$ cat src/rtl/sram_uart_dbg_pkg.sv
// Shared constants for the UART debug master on the sram bus.
//   - Command opcodes and reply bytes of the byte protocol.
//   - Controller state encoding (legacy-compatible localparam constants).
//   - DATA_BYTES: number of bytes in one 64-bit bus beat.
package sram_uart_dbg_pkg;

   localparam logic [7:0] OP_READ  = 8'h52;  // 'R'
   localparam logic [7:0] OP_WRITE = 8'h57;  // 'W'
   localparam logic [7:0] RSP_ACK  = 8'h4B;  // 'K'
   localparam logic [7:0] RSP_ERR  = 8'h3F;  // '?'

   localparam int DATA_BYTES = 8;

   typedef logic [2:0] state_t;

   localparam state_t ST_IDLE   = 3'd0;
   localparam state_t ST_ADDR   = 3'd1;
   localparam state_t ST_MASK   = 3'd2;
   localparam state_t ST_DATA   = 3'd3;
   localparam state_t ST_REQ    = 3'd4;
   localparam state_t ST_RDWAIT = 3'd5;
   localparam state_t ST_RESP   = 3'd6;
   localparam state_t ST_ERR    = 3'd7;

endpackage

$ cat src/rtl/sram_uart_dbg_master.sv
// UART-driven debug bridge acting as a second initiator on the 64-bit sram bus.
// Parses byte commands from the uart_phy receiver, performs one single-beat
// read or write through the bus arbiter, and replies over the uart_phy transmitter.
//
// Ports:
//   clk, rst            system clock, synchronous active-high reset
//   rx_data, rx_ready   received byte + one-cycle valid pulse (no backpressure)
//   tx_data, tx_valid,  reply byte; tx_valid is held until tx_ready accepts it
//   tx_ready
//   bus_req, bus_gnt    arbiter request / combinational grant
//   addra, dina, douta, sram bus: byte address, write data, read data (1-cycle
//   ena, wea            latency), access strobe, byte write enables (0 = read)
//   busy                high whenever the controller is not idle
//   err_count           saturating protocol-error counter
//   state_dbg           current controller state for debug/checkers
//
// Handshakes: the tx byte transfers on the cycle where tx_valid && tx_ready are
// both high; tx_data/tx_valid never change while waiting. The bus access is the
// single cycle where bus_req && bus_gnt (ena) is high.
module sram_uart_dbg_master
   import sram_uart_dbg_pkg::*;
#(
   parameter int LEN_ADDR       = 64,
   parameter int TIMEOUT_CYCLES = 1000000
) (
   input  logic                clk,
   input  logic                rst,
   input  logic [7:0]          rx_data,
   input  logic                rx_ready,
   output logic [7:0]          tx_data,
   output logic                tx_valid,
   input  logic                tx_ready,
   output logic                bus_req,
   input  logic                bus_gnt,
   output logic [LEN_ADDR-1:0] addra,
   output logic [63:0]         dina,
   input  logic [63:0]         douta,
   output logic                ena,
   output logic [7:0]          wea,
   output logic                busy,
   output logic [7:0]          err_count,
   output logic [2:0]          state_dbg
);

   localparam int TW = $clog2(TIMEOUT_CYCLES) + 1;
   localparam logic [TW-1:0] TMO_LAST = TW'(TIMEOUT_CYCLES - 1);

   state_t        state;
   logic [7:0]    op_q;
   logic [7:0]    mask_q;
   logic [63:0]   addr_q;
   logic [63:0]   data_q;
   logic [63:0]   tx_sh;
   logic [2:0]    byte_cnt;
   logic [3:0]    tx_cnt;
   logic [TW-1:0] tmo_cnt;

   logic is_write;
   logic in_field;
   logic tmo_expire;
   logic late_byte;
   logic bad_op;
   logic err_evt;
   logic tx_fire;

   assign is_write   = (op_q == OP_WRITE);
   assign in_field   = (state == ST_ADDR) || (state == ST_MASK) || (state == ST_DATA);
   // A byte arriving in the expiry cycle wins over the timeout.
   assign tmo_expire = in_field && !rx_ready && (tmo_cnt == TMO_LAST);
   assign late_byte  = rx_ready && ((state == ST_REQ) || (state == ST_RDWAIT) ||
                                    (state == ST_RESP) || (state == ST_ERR));
   assign bad_op     = rx_ready && (state == ST_IDLE) &&
                       (rx_data != OP_READ) && (rx_data != OP_WRITE);
   // Coincident error sources collapse into a single increment.
   assign err_evt    = bad_op || late_byte || tmo_expire;
   assign tx_fire    = tx_valid && tx_ready;

   assign busy      = (state != ST_IDLE);
   assign tx_valid  = (state == ST_RESP) || (state == ST_ERR);
   assign tx_data   = tx_sh[7:0];
   assign bus_req   = (state == ST_REQ);
   assign ena       = bus_req && bus_gnt;
   assign wea       = (bus_req && is_write) ? mask_q : 8'h00;
   // Address bytes above LEN_ADDR are received but never reach the bus.
   assign addra     = addr_q[LEN_ADDR-1:0];
   assign dina      = data_q;
   assign state_dbg = state;

   always_ff @(posedge clk) begin
      if (rst) begin
         state     <= ST_IDLE;
         op_q      <= 8'h00;
         mask_q    <= 8'h00;
         addr_q    <= 64'd0;
         data_q    <= 64'd0;
         tx_sh     <= 64'd0;
         byte_cnt  <= 3'd0;
         tx_cnt    <= 4'd0;
         tmo_cnt   <= '0;
         err_count <= 8'h00;
      end else begin
         if (err_evt && (err_count != 8'hFF))
            err_count <= err_count + 8'd1;

         if (rx_ready || !in_field)
            tmo_cnt <= '0;
         else
            tmo_cnt <= tmo_cnt + TW'(1);

         case (state)
            ST_IDLE: begin
               if (rx_ready) begin
                  op_q     <= rx_data;
                  byte_cnt <= 3'd0;
                  if ((rx_data == OP_READ) || (rx_data == OP_WRITE)) begin
                     state <= ST_ADDR;
                  end else begin
                     tx_sh  <= {56'd0, RSP_ERR};
                     tx_cnt <= 4'd1;
                     state  <= ST_ERR;
                  end
               end
            end

            ST_ADDR: begin
               if (rx_ready) begin
                  // Little-endian: first byte ends up in the least significant lane.
                  addr_q   <= {rx_data, addr_q[63:8]};
                  byte_cnt <= byte_cnt + 3'd1;
                  if (byte_cnt == 3'(DATA_BYTES - 1))
                     state <= is_write ? ST_MASK : ST_REQ;
               end else if (tmo_expire) begin
                  state <= ST_IDLE;
               end
            end

            ST_MASK: begin
               if (rx_ready) begin
                  mask_q <= rx_data;
                  state  <= ST_DATA;
               end else if (tmo_expire) begin
                  state <= ST_IDLE;
               end
            end

            ST_DATA: begin
               if (rx_ready) begin
                  data_q   <= {rx_data, data_q[63:8]};
                  byte_cnt <= byte_cnt + 3'd1;
                  if (byte_cnt == 3'(DATA_BYTES - 1)) begin
                     if (mask_q == 8'h00) begin
                        // Nothing to write: acknowledge without touching the bus.
                        tx_sh  <= {56'd0, RSP_ACK};
                        tx_cnt <= 4'd1;
                        state  <= ST_RESP;
                     end else begin
                        state <= ST_REQ;
                     end
                  end
               end else if (tmo_expire) begin
                  state <= ST_IDLE;
               end
            end

            ST_REQ: begin
               if (bus_gnt) begin
                  if (is_write) begin
                     tx_sh  <= {56'd0, RSP_ACK};
                     tx_cnt <= 4'd1;
                     state  <= ST_RESP;
                  end else begin
                     state <= ST_RDWAIT;
                  end
               end
            end

            ST_RDWAIT: begin
               tx_sh  <= douta;
               tx_cnt <= 4'(DATA_BYTES);
               state  <= ST_RESP;
            end

            ST_RESP, ST_ERR: begin
               if (tx_fire) begin
                  tx_sh  <= {8'h00, tx_sh[63:8]};
                  tx_cnt <= tx_cnt - 4'd1;
                  if (tx_cnt == 4'd1)
                     state <= ST_IDLE;
               end
            end

            default: state <= ST_IDLE;
         endcase
      end
   end

endmodule

$ cat config.mk
export PLATFORM = sky130hd
export DESIGN_NAME = sram_uart_dbg_master
export DESIGN_NICKNAME = d
export VERILOG_FILES = /design/src/rtl/sram_uart_dbg_pkg.sv /design/src/rtl/sram_uart_dbg_master.sv
export SDC_FILE = /design/constraint.sdc
export NUM_CORES = 1
export LEC_CHECK = 0
export CORE_MARGIN = 2
export CORE_UTILIZATION = 45
export DETAILED_ROUTE_END_ITERATION = 6
export GPL_TIMING_DRIVEN = 0
export PLACE_DENSITY = 0.76
export SYNTH_ARGS = -nofsm -noshare
export SYNTH_HDL_FRONTEND = slang
export SYNTH_SLANG_ARGS = --single-unit
$ cat constraint.sdc
create_clock -name clk -period 2.01 [get_ports clk]
set_clock_uncertainty 0.1 [all_clocks]
set_input_delay 0.402 -clock clk [delete_from_list [all_inputs] [get_ports clk]]
set_output_delay 0.402 -clock clk [all_outputs]
set_load 0.005 [all_outputs]
==> out/metrics.json <==
{
  "required_arrival_time_at_the_worst_endpoint": {"value": 2.35, "unit": "ns"},
  "cell_type_contributing_the_most_total_cell_area_after_synthesis": {"value": "sky130_fd_sc_hd__dfxtp_1"},
  "yosys-top-cells-count": {"value": "sky130_fd_sc_hd__nand2_1 (315), sky130_fd_sc_hd__dfxtp_1 (247), sky130_fd_sc_hd__a21oi_1 (223), sky130_fd_sc_hd__clkbuf_1 (64), sky130_fd_sc_hd__a22oi_1 (49)"},
  "dieWidth": {"value": 154.4, "unit": "µm"},
  "intPower": {"value": 0.01318, "unit": "W"},
  "swShare": {"value": 0.3489},
  "dr_total_vias": {"value": 10530},
  "critical_path.most_common_cell": {"value": "sky130_fd_sc_hd__buf_12"},
  "avgSynthCellArea": {"value": 8.362, "unit": "µm²"},
  "routed_wirelength": {"value": 34.80, "unit": "mm"},
  "dpl_worst_slack": {"value": -0.9728, "unit": "ns"},
  "cp-end-kind": {"value": "register"},
  "die_area": {"value": 23830, "unit": "µm²"},
  "detail_route.wl_per_cell": {"value": 18.73, "unit": "µm"},
  "final_critical_path_setup_slack": {"value": -0.2961, "unit": "ns"},
  "grt_max_degree": {"value": 15},
  "synthesis.area": {"value": 10180, "unit": "µm²"},
  "critical-path-max-stage-delay": {"value": 0.36, "unit": "ns"},
  "switching_power": {"value": 0.007060, "unit": "W"},
  "startpoint_type": {"value": "register"},
  "timing.max_slew.rel_slack": {"value": 0.5141},
  "core.rowCount": {"value": 55},
  "power_leakage": {"value": 5.337, "unit": "nW"},
  "total_power": {"value": 0.02024, "unit": "W"},
  "final-instance-count-excl-fill": {"value": 1858},
  "maxSlewViolCount": {"value": 0},
  "synth_top_cells_by_area": {"value": "sky130_fd_sc_hd__dfxtp_1 (49%), sky130_fd_sc_hd__nand2_1 (12%), sky130_fd_sc_hd__a21oi_1 (11%)"},
  "finish.net_count": {"value": 1635},
  "layout-drive-gt1-share": {"value": 0.2314},
  "critical_path.slowest_cell": {"value": "sky130_fd_sc_hd__dfxtp_4"},
  "crit_family": {"value": "simple AND/OR/NAND/NOR gates"},
  "cp_data_arrival_time": {"value": 2.65, "unit": "ns"},
  "routabilityCongestion": {"value": 0.8976},
  "synth.distinct_cells": {"value": 72},
  "worst-r2r-cell-count": {"value": 10},
  "period_minus_slack": {"value": 2.306, "unit": "ns"},
  "global_route.overflow_total": {"value": 0},
  "synth.net_count": {"value": 1300},
  "worst_slew_pin_tran": {"value": 0.7289, "unit": "ns"},
  "io_buffer_count": {"value": 234},
  "postSynthCellCount": {"value": 1217},
  "critical_path_class": {"value": "reg -> reg"},
  "ant_nets": {"value": 0},
  "n_fill_cell": {"value": 1704},
  "min_delay_path_depth": {"value": 3},
  "final.period_utilization": {"value": 1.147},
  "number_of_levels_the_h_tree_was_split_into": {"value": 1},
  "cts-buffers-inserted": {"value": 27},
  "ir_drop": {"value": 1.016, "unit": "mV"},
  "r2r_start": {"value": "state_dbg[2]$_SDFFE_PP0P_"},
  "initial_antenna_violation_count": {"value": 0},
  "via_per_inst": {"value": 5.665},
  "initial_core_util": {"value": 0.4536},
  "fin_util": {"value": 0.6936},
  "ys_warnings": {"value": 0},
  "die_span_in_y": {"value": 154.4, "unit": "µm"},
  "post-synth-top-area-fraction": {"value": 0.4859},
  "io_pins": {"value": 236},
  "sequentialPowerShare": {"value": 0.305},
  "clkLatencyLatePin": {"value": 0.54, "unit": "ns"},
  "grt_pass1_wl": {"value": 53.28, "unit": "mm"},
  "worst-path-buf-inv": {"value": 5},
  "first_pass_iters": {"value": 6},
  "initialDrtViolationCount": {"value": 817},
  "multiInputGateArea": {"value": 5425, "unit": "µm²"},
  "path_clk_slew": {"value": 0.06, "unit": "ns"},
  "synth_enable_flop_cells": {"value": 0},
  "timing.max_cap.violations": {"value": 0},
  "crit_path_cell_chain": {"value": "buf_4, and4bb_2, and3_2, o21a_4, nor2_4, buf_6, buf_12, buf_12, buf_8, a211oi_2"},
  "floorplan.core_area": {"value": 22430, "unit": "µm²"},
  "place.detailed.instances": {"value": 1736},
  "remaining_drc_errors": {"value": 0},
  "timing.hold.worst.start": {"value": "rx_data[4]"},
  "finalSetupViolations": {"value": 86},
  "synth.ff_latch_count": {"value": 247},
  "dpl.hpwl": {"value": 21.15, "unit": "mm"},
  "clockPowerShare": {"value": 0.258},
  "diodes": {"value": 0},
  "rsz0062_at_grt": {"value": "yes"},
  "total_routing_usage_gr": {"value": 0.2718},
  "achievable-frequency": {"value": 0.4336, "unit": "GHz"},
  "synthArstFlopShare": {"value": 0},
  "tritoncts_clock_tree": {"value": "built"},
  "reg2reg_slack": {"value": -0.30, "unit": "ns"},
  "outcome": {"value": "finished, violations left"},
  "synthFlopType": {"value": "sky130_fd_sc_hd__dfxtp_1"},
  "hold_path_end": {"value": "addra[60]$_SDFFE_PP0P_"},
  "power_density": {"value": 1300, "unit": "nW/µm²"},
  "cts_root_buf": {"value": "sky130_fd_sc_hd__clkbuf_16"},
  "cts.path.max_buffers": {"value": 3},
  "violations": {"value": "setup timing"},
  "first_global_vias": {"value": 10110},
  "cts.sink_count": {"value": 247},
  "path_max_fanout": {"value": 5},
  "power.share.combinational": {"value": 0.437},
  "report.final.hold_viol_count": {"value": 0},
  "critical_path.reg2reg.endpoint": {"value": "tx_sh[24]$_SDFFE_PP0P_"},
  "setup.worst_path.start": {"value": "state_dbg[2]$_SDFFE_PP0P_"},
  "worstHoldPathType": {"value": "in -> reg"},
  "hold_ws": {"value": 0.2041, "unit": "ns"},
  "synth.yosys.seq_area_share": {"value": 0.4859},
  "seq_area": {"value": 4976, "unit": "µm²"},
  "layout-area-overhead-vs-synth": {"value": 52.92, "unit": "%"},
  "yosysMostFrequentCell": {"value": "sky130_fd_sc_hd__nand2_1"}
}
registers in the layout, indices dropped and copies added (netlist names):
signal / cells
addra: 64
byte_cnt: 3
dina: 64
err_count: 8
mask_q: 8
op_q: 8
state_dbg: 3
tmo_cnt: 21
tx_cnt: 4
tx_sh: 64
cell families (layout without fill, tap and decap cells):
| family | Yosys count | after routing | share of synthesized area |
|---|---|---|---|
| adder cells (fa/ha/maj) | 6 | 6 | 0.007377 |
| buffers and inverters | 109 | 465 | 0.04943 |
| AO/OA/AOI/OAI | 379 | 379 | 0.2356 |
| AND/OR/NAND/NOR | 455 | 455 | 0.2032 |
| flip-flops | 247 | 247 | 0.4859 |
| multiplexers | 2 | 2 | 0.002090 |
| XOR/XNOR | 19 | 19 | 0.01635 |
metal layers:
metal  share of wire  wire length, µm  track usage  vias up
li1                -                -            -     4953
met1            0.40            14060       0.3384     4983
met2            0.48            16570       0.4597      469
met3           0.078             2719      0.06444      121
met4           0.041             1443       0.1014        0
met5               0                0            0        -
worst register-to-register path, cell delays in order (launching register included):
cell and delay [ns]:
sky130_fd_sc_hd__dfxtp_4 0.36, sky130_fd_sc_hd__buf_4 0.16, sky130_fd_sc_hd__and4bb_2 0.35, sky130_fd_sc_hd__and3_2 0.27, sky130_fd_sc_hd__o21a_4 0.21, sky130_fd_sc_hd__nor2_4 0.07
sky130_fd_sc_hd__buf_6 0.12, sky130_fd_sc_hd__buf_12 0.12, sky130_fd_sc_hd__buf_12 0.12, sky130_fd_sc_hd__buf_8 0.12, sky130_fd_sc_hd__a211oi_2 0.22
through the flow:
stage / instance area, µm² / TNS [ns]
6_report: 15560 / -14.03
4_1_cts: 15050 / -13.07
3_5_place_dp: 12870 / -157.54
5_1_grt: 15560 / -19.70
3_3_place_gp: 12870 / -152.05
2_1_floorplan: 10180 / -0.06878
how the worst max path moves through the flow:
stage / end / slack [ns] / cells past startpoint
2_1_floorplan: tx_sh[36]$_SDFFE_PP0P_ / -0.007 / 9
3_3_place_gp: dina[0]$_SDFFE_PP0P_ / -0.90 / 7
3_5_place_dp: dina[60]$_SDFFE_PP0P_ / -0.97 / 7
4_1_cts: wea[5] / -0.27 / 6
5_1_grt: tx_sh[24]$_SDFFE_PP0P_ / -0.38 / 7
6_report: tx_sh[24]$_SDFFE_PP0P_ / -0.30 / 10
what timing repair did:
action                                  CTS  global route
hold buffers                              0             0
pin swaps                                27            28
cloned                                    6             1
endpoints found under the setup margin  221           193
setup buffers                            52            22
gates resized for setup                 241           127
placed cells by master (no fill, tap or decap), types with 9 or more instances in the layout:
cell type,Yosys,layout
sky130_fd_sc_hd__nand2_1,315,312
sky130_fd_sc_hd__dfxtp_1,247,226
sky130_fd_sc_hd__clkdlybuf4s50_1,0,214
sky130_fd_sc_hd__a21oi_1,223,201
sky130_fd_sc_hd__buf_4,10,52
sky130_fd_sc_hd__a211oi_2,20,51
sky130_fd_sc_hd__a22oi_1,49,49
sky130_fd_sc_hd__clkbuf_1,64,44
sky130_fd_sc_hd__buf_6,4,40
sky130_fd_sc_hd__clkbuf_16,0,29
sky130_fd_sc_hd__nor2_1,33,29
sky130_fd_sc_hd__clkbuf_2,0,22
sky130_fd_sc_hd__dfxtp_2,0,19
sky130_fd_sc_hd__nand3_1,17,16
sky130_fd_sc_hd__a21oi_2,0,15
sky130_fd_sc_hd__buf_12,0,12
sky130_fd_sc_hd__and3_4,0,9
sky130_fd_sc_hd__buf_8,0,9
sky130_fd_sc_hd__o21ai_0,18,9
sky130_fd_sc_hd__xor2_1,9,9
sky130_fd_sc_hd__xnor2_1,10,9
final cells by class:
cell class | count | area share
plain buffers | 95 | 0.04060
clock buffers | 42 | 0.05218
clock inverters | 8 | 0.008041
inverters | 10 | 0.002895
multi-input cells | 861 | 0.3486
flip-flops and latches | 247 | 0.3198
well taps | 285 | 0.02292
repair buffers | 310 | 0.2050
power by group through the flow:
stage	Combinational [W]	Clock (W)	Sequential, W
final	0.00884	0.00522	0.00618
after global routing	0.00933	0.00546	0.00622
after CTS	0.00804	0.00524	0.00606
after detailed placement	0.00502	0	0.00613
after global placement	0.00492	0	0.00611
after floorplan	0.00360	0	0.00600
No activity file was read; power rests on OpenSTA's default activity.
